--- src/rtl/shift_seq_ctrl_pkg.sv ---
// Shared definitions for the hex shift-register sequencer: mode codes and FSM states.
package shift_seq_ctrl_pkg;

  localparam logic [1:0] MODE_CLR   = 2'b00;
  localparam logic [1:0] MODE_LEFT  = 2'b01;
  localparam logic [1:0] MODE_RIGHT = 2'b10;

  typedef enum logic [1:0] {
    S_INIT   = 2'b00,
    S_IDLE   = 2'b01,
    S_SCROLL = 2'b10
  } state_t;

  // Shift mode for a given direction: 0 = left, 1 = right.
  function automatic logic [1:0] dir_mode(input logic dir);
    return dir ? MODE_RIGHT : MODE_LEFT;
  endfunction

endpackage

--- src/rtl/shift_seq_ctrl_scroll_prescaler.sv ---
// Auto-scroll prescaler: counts 0..DIV-1 while enabled and flags the terminal count.
module shift_seq_ctrl_scroll_prescaler #(
  parameter int DIV = 50_000_000,
  parameter int W   = 26
) (
  input  logic Clk,
  input  logic Rst,
  input  logic i_clr,
  input  logic i_en,
  output logic o_tick
);

  localparam logic [W-1:0] L_TERM = W'(DIV - 1);

  logic [W-1:0] r_cnt;

  assign o_tick = i_en && (r_cnt == L_TERM);

  // Count while enabled, wrap at terminal count; clear has priority over counting.
  always_ff @(posedge Clk) begin
    if (Rst || i_clr) begin
      r_cnt <= '0;
    end else if (i_en) begin
      r_cnt <= o_tick ? '0 : r_cnt + 1'b1;
    end
  end

endmodule

--- src/rtl/shift_seq_ctrl.sv ---
// Sequencer for the 8-digit hex shift register: turns keypad entries, clear
// requests and auto-scroll into registered Mode/Data/Step commands.
module shift_seq_ctrl
  import shift_seq_ctrl_pkg::*;
#(
  parameter int DEPTH      = 8,
  parameter int SCROLL_DIV = 50_000_000,
  parameter int DIV_W      = 26
) (
  input  logic       Clk,
  input  logic       Rst,
  input  logic       Key_Valid,
  input  logic [3:0] Key_Data,
  input  logic       Dir,
  input  logic       Clr_Req,
  input  logic       Scroll_En,
  input  logic [3:0] Msd_In,
  input  logic [3:0] Lsd_In,
  output logic [1:0] Mode,
  output logic [3:0] Data,
  output logic       Step,
  output logic [3:0] Count
);

  localparam logic [3:0] L_DEPTH = 4'(DEPTH);

  state_t     r_state;
  logic [1:0] r_mode;
  logic [3:0] r_data;
  logic       r_step;
  logic [3:0] r_count;

  logic       w_tick;
  logic       w_pre_clr;
  logic       w_pre_en;

  // Prescaler only runs in SCROLL with scroll still requested; any clear or
  // key restarts the scroll interval.
  assign w_pre_en  = (r_state == S_SCROLL) && Scroll_En;
  assign w_pre_clr = Clr_Req || Key_Valid || (r_state != S_SCROLL);

  shift_seq_ctrl_scroll_prescaler #(
    .DIV (SCROLL_DIV),
    .W   (DIV_W)
  ) u_prescaler (
    .Clk    (Clk),
    .Rst    (Rst),
    .i_clr  (w_pre_clr),
    .i_en   (w_pre_en),
    .o_tick (w_tick)
  );

  // Command FSM: priority clear > key > scroll tick; losers are dropped.
  always_ff @(posedge Clk) begin
    if (Rst) begin
      r_state <= S_INIT;
      r_mode  <= MODE_CLR;
      r_data  <= 4'h0;
      r_step  <= 1'b0;
      r_count <= 4'h0;
    end else begin
      r_step <= 1'b0;
      case (r_state)
        S_INIT: begin
          // Resync clear so the register matches Count=0 after reset.
          r_step  <= 1'b1;
          r_mode  <= MODE_CLR;
          r_data  <= 4'h0;
          r_count <= 4'h0;
          r_state <= S_IDLE;
        end
        S_IDLE, S_SCROLL: begin
          if (Clr_Req) begin
            r_step  <= 1'b1;
            r_mode  <= MODE_CLR;
            r_data  <= 4'h0;
            r_count <= 4'h0;
            r_state <= S_IDLE;
          end else begin
            if (Key_Valid) begin
              r_step  <= 1'b1;
              r_mode  <= dir_mode(Dir);
              r_data  <= Key_Data;
              r_count <= (r_count < L_DEPTH) ? r_count + 4'h1 : L_DEPTH;
            end else if (w_tick) begin
              // Rotate: the digit falling off one end re-enters at the other.
              r_step <= 1'b1;
              r_mode <= dir_mode(Dir);
              r_data <= Dir ? Lsd_In : Msd_In;
            end
            if (r_state == S_IDLE) begin
              if (Scroll_En && (r_count != 4'h0)) r_state <= S_SCROLL;
            end else if (!Scroll_En) begin
              r_state <= S_IDLE;
            end
          end
        end
        default: r_state <= S_INIT;
      endcase
    end
  end

  assign Mode  = r_mode;
  assign Data  = r_data;
  assign Step  = r_step;
  assign Count = r_count;

endmodule

--- config.mk ---
export PLATFORM = sky130hd
export DESIGN_NAME = shift_seq_ctrl
export DESIGN_NICKNAME = d
export VERILOG_FILES = /design/src/rtl/shift_seq_ctrl_pkg.sv /design/src/rtl/shift_seq_ctrl_scroll_prescaler.sv /design/src/rtl/shift_seq_ctrl.sv
export SDC_FILE = /design/constraint.sdc
export NUM_CORES = 1
export LEC_CHECK = 0
export ABC_AREA = 0
export BUFFER_PORTS_ARGS = -buffer_cell sky130_fd_sc_hd__buf_2
export CAP_MARGIN = 20
export CORE_MARGIN = 2
export CORE_UTILIZATION = 25
export CTS_BUF_LIST = sky130_fd_sc_hd__clkbuf_4 sky130_fd_sc_hd__clkbuf_8
export DETAILED_ROUTE_END_ITERATION = 10
export GPL_ROUTABILITY_DRIVEN = 1
export HOLD_SLACK_MARGIN = 0.02
export PLACE_DENSITY_LB_ADDON = 0.12
export RECOVER_POWER = 50
export SYNTH_ARGS = -nofsm -noshare
export SYNTH_HDL_FRONTEND = slang
export SYNTH_SLANG_ARGS = --single-unit
--- constraint.sdc ---
create_clock -name Clk -period 2.6 [get_ports Clk]
set_clock_uncertainty 0.1 [all_clocks]
set_input_delay 0.13 -clock Clk [delete_from_list [all_inputs] [get_ports Clk]]
set_output_delay 0.13 -clock Clk [all_outputs]
set_load 0.02 [all_outputs]
==> summary.md <==
| Metric | Value |
|---|---|
| Outcome | `finished clean` |
| Leak | `0.000853 uW` |
| Sum Neg Setup Slack | `0 ns` |
| CORE AREA | `0.00859 mm^2` |
| Total clock sinks | `39` |
| Synth top area cells | `dfxtp_1 (36%), a21oi_1 (5.0%), mux2i_1 (5.0%)` |
| Synth Instances | `250` |
| Hold Buf Count CTS | `1` |
| Chip height | `97.4 um` |
| Critical path's slowest cell | `or4_1` |
| GP Congestion | `0.810` |
| CP cell instances | `inv_1, ha_1, and4_1, nand4_2, or4_1, a21oi_1` |
| Final setup margin | `0.451 ns` |
| Slew headroom | `0.737` |
| Clk pin slew, worst setup/hold paths | `0.08 ns` |
| EDFF count, synth | `0` |
| Via density | `4.81` |
| PwrDens | `479 mW/mm^2` |
| Crit Path Max Fanout | `11` |
| Unique masters post-synth | `51` |
| PortBufs | `28` |
| Total wire length | `5.08 mm` |
| Final Core Density | `0.291` |
| Main combinational cell family by area after synthesis | `simple AND/OR/NAND/NOR gates` |
| Drt wl/cell | `13.0 um` |
| Least-Margin Pin Slew | `0.395 ns` |
| Adder-cell share of the synthesized area | `0.0401` |
| Max Root-Sink Buffers | `2` |
| Post-Syn Area | `~0.0022 mm^2` |
| Largest net degree at the start of global routing | `18` |
| Fraction of registers with async set or reset after synthesis | `0` |
| Number of global-route vias before repair | `~1,800` |
| Post-CTS setup buffers | `0` |
| Worst VDD drop | `0.139 mV` |
| Yosys top cell by area | `dfxtp_1` |
| Routed via count | `approximately 1,900` |
| R2R Setup Slk | `about 0.45 ns` |
| Fin Hold WS | `0.0580 ns` |
| # Max-Cap Violations | `0` |
| TritonCTS clock tree | `done` |
| CTS Root Cell | `clkbuf_8` |
| Worst setup path class | `flop to flop` |
| TritonCTS Buffers | `5` |
| Antenna Cells | `0` |
| Syn nets | `275` |
| Commonest cells in the netlist | `dfxtp_1 (39), a21oi_1 (22), nand2_1 (21)` |
| Max-slew violations | `0` |
| Worst r2r src | `r_state[0]` |
| Latest clock arrival within the worst-skew pair | `0.30 ns` |
| Dominant synthesized flop cell | `dfxtp_1` |
| Critical path's top delay family | `simple AND/OR/NAND/NOR gates` |
| XOR/XNOR Fraction of Synth Area | `0.0361` |
| Final Hold Viols | `0` |
| Resize count post-CTS | `0` |
| Total GRT Usage | `0.112` |
| R2R depth | `6` |
| Final setup viols | `0` |
| Ports | `29` |
| Simple-Gate Fraction of Synth Area | `0.319` |
| Die Width | `around 97 um` |
| Hold Crit Depth | `3` |
| Data required, critical path | `~2.7 ns` |
| Total power | `around 1200 uW` |
| Sequential element share of the synthesized area | `0.358` |
| Rows | `34` |
| DRT antenna net count | `0` |
| Multiplexer share of the synthesized area | `0.0573` |
| Area of the die | `0.00949 mm^2` |
| Synth Area in Compound Gates | `0.138` |
| Syn Area/Cell | `slightly below 9 um^2` |
| DRT iter0 DRCs | `69` |
| HP Class | `input port to flop` |
| DP HPWL | `about 3.8 mm` |
| # nets final | `308` |
| Crit path capture type | `flop` |
| Area delta synth->final | `14.7%` |
| Synth warnings | `0` |
| Final min period | `2.15 ns` |
| Fillers | `around 960` |
| Slowest Stage Delay on Critical Path | `0.55 ns` |
| First-pass GRT wire length | `8.69 mm` |
| Critical path startpoint category | `flop` |
| Worst slack at placement | `0.553 ns` |
| Worst Path Arrival | `2.27 ns` |
| Initial Utilization | `0.254` |
| Antenna violations before repair | `0` |
| Crit path buf inv count | `1` |
| Flops & latches, synth | `39` |
| Hold Startpoint | `Dir` |
| Crit share post-route | `0.826` |
| DR pass1 iterations | `5` |
| Unrepaired setup endpoints after global routing | `no` |
| Yosys top cell area share | `0.358` |
| H-tree depth | `2` |
| Gr ovfl total | `0` |
| Top-count cell post-synth | `dfxtp_1` |
| FMAX | `0.465 GHz` |
| Layout cells sized above 1 | `0.159` |
| Post-route DRC violation count | `0` |
| R2R Path End | `u_prescaler.r_cnt[24]` |
| Hold Path Sink | `Mode[1]` |
## power by group
group / internal, uW / switching (uW) / total, uW / leakage, uW
registers: 611 / 8.74 / 619 / 0.000315
clock network: 208 / 216 / 424 / 0.0000470
logic: 65.1 / 89.6 / 155 / 0.000491
total: 884 / 314 / 1200 / 0.000853
## through the flow
step | instances | area, um^2
finish | 391 | 2500
global route | 391 | 2500
CTS | 391 | 2520
detailed placement | 383 | 2420
global placement | 383 | 2420
floorplan | 250 | 2180
## final cells by class
class                      count  area [um^2]  share of cell area
multi-input combinational    194         1280               0.513
sequential                    39          781               0.312
timing repair buffer          36          189              0.0755
tap                          108          135              0.0540
clock buffer                   6         82.6              0.0330
inverter                       7         26.3              0.0105
clock inverter                 1         5.00             0.00200
## state kept, by name (all words and copies together) (netlist names)
register and count:
r_state 2, Step 1, Mode 2, Count 4, u_prescaler.r_cnt 26, Data 4
## layout by cell type, fill, tap and decap left out, types with 4 or more instances in the layout
cell,instances
buf_2,17
or4_1,4
nand3_1,10
xor2_1,8
clkbuf_1,11
o21ai_0,20
nor2_1,16
dfxtp_1,39
clkbuf_8,6
mux2i_1,11
nand4_1,9
and4_1,7
ha_1,7
inv_1,7
a21oi_1,22
buf_4,7
nand2_1,21
nand2b_1,6
or3_1,9
## logic make-up (layout without fill, tap and decap cells)
family | after synthesis | after routing
multiplexers | 12 | 12
adder cells (fa/ha/maj) | 7 | 7
buffers and inverters | 17 | 50
XOR/XNOR | 9 | 9
flip-flops | 39 | 39
AO/OA/AOI/OAI | 53 | 53
AND/OR/NAND/NOR | 113 | 113
## worst max-delay path by stage
stage | slack (ns) | to | cells past startpoint | startpoint
detailed placement | 0.55 | u_prescaler.r_cnt[13] | 7 | r_state[0]
global placement | 0.55 | Step | 5 | u_prescaler.r_cnt[0]
finish | 0.45 | u_prescaler.r_cnt[24] | 6 | r_state[0]
global route | 0.24 | u_prescaler.r_cnt[17] | 7 | r_state[0]
CTS | 0.53 | u_prescaler.r_cnt[22] | 6 | r_state[0]
floorplan | 0.52 | Mode[0] | 8 | r_state[0]
## layer usage
layer,track usage,part of all wire,vias up
li1,-,-,980
met1,0.145,0.49,874
met2,0.183,0.47,20
met3,0.0237,0.024,7
met4,0.0395,0.018,0
met5,0,0,-
## worst min-delay path: stages
cell     delay (ns)
buf_2          0.15
nand2_1        0.07
mux2i_1        0.05
(Power assumes the default switching activity.)
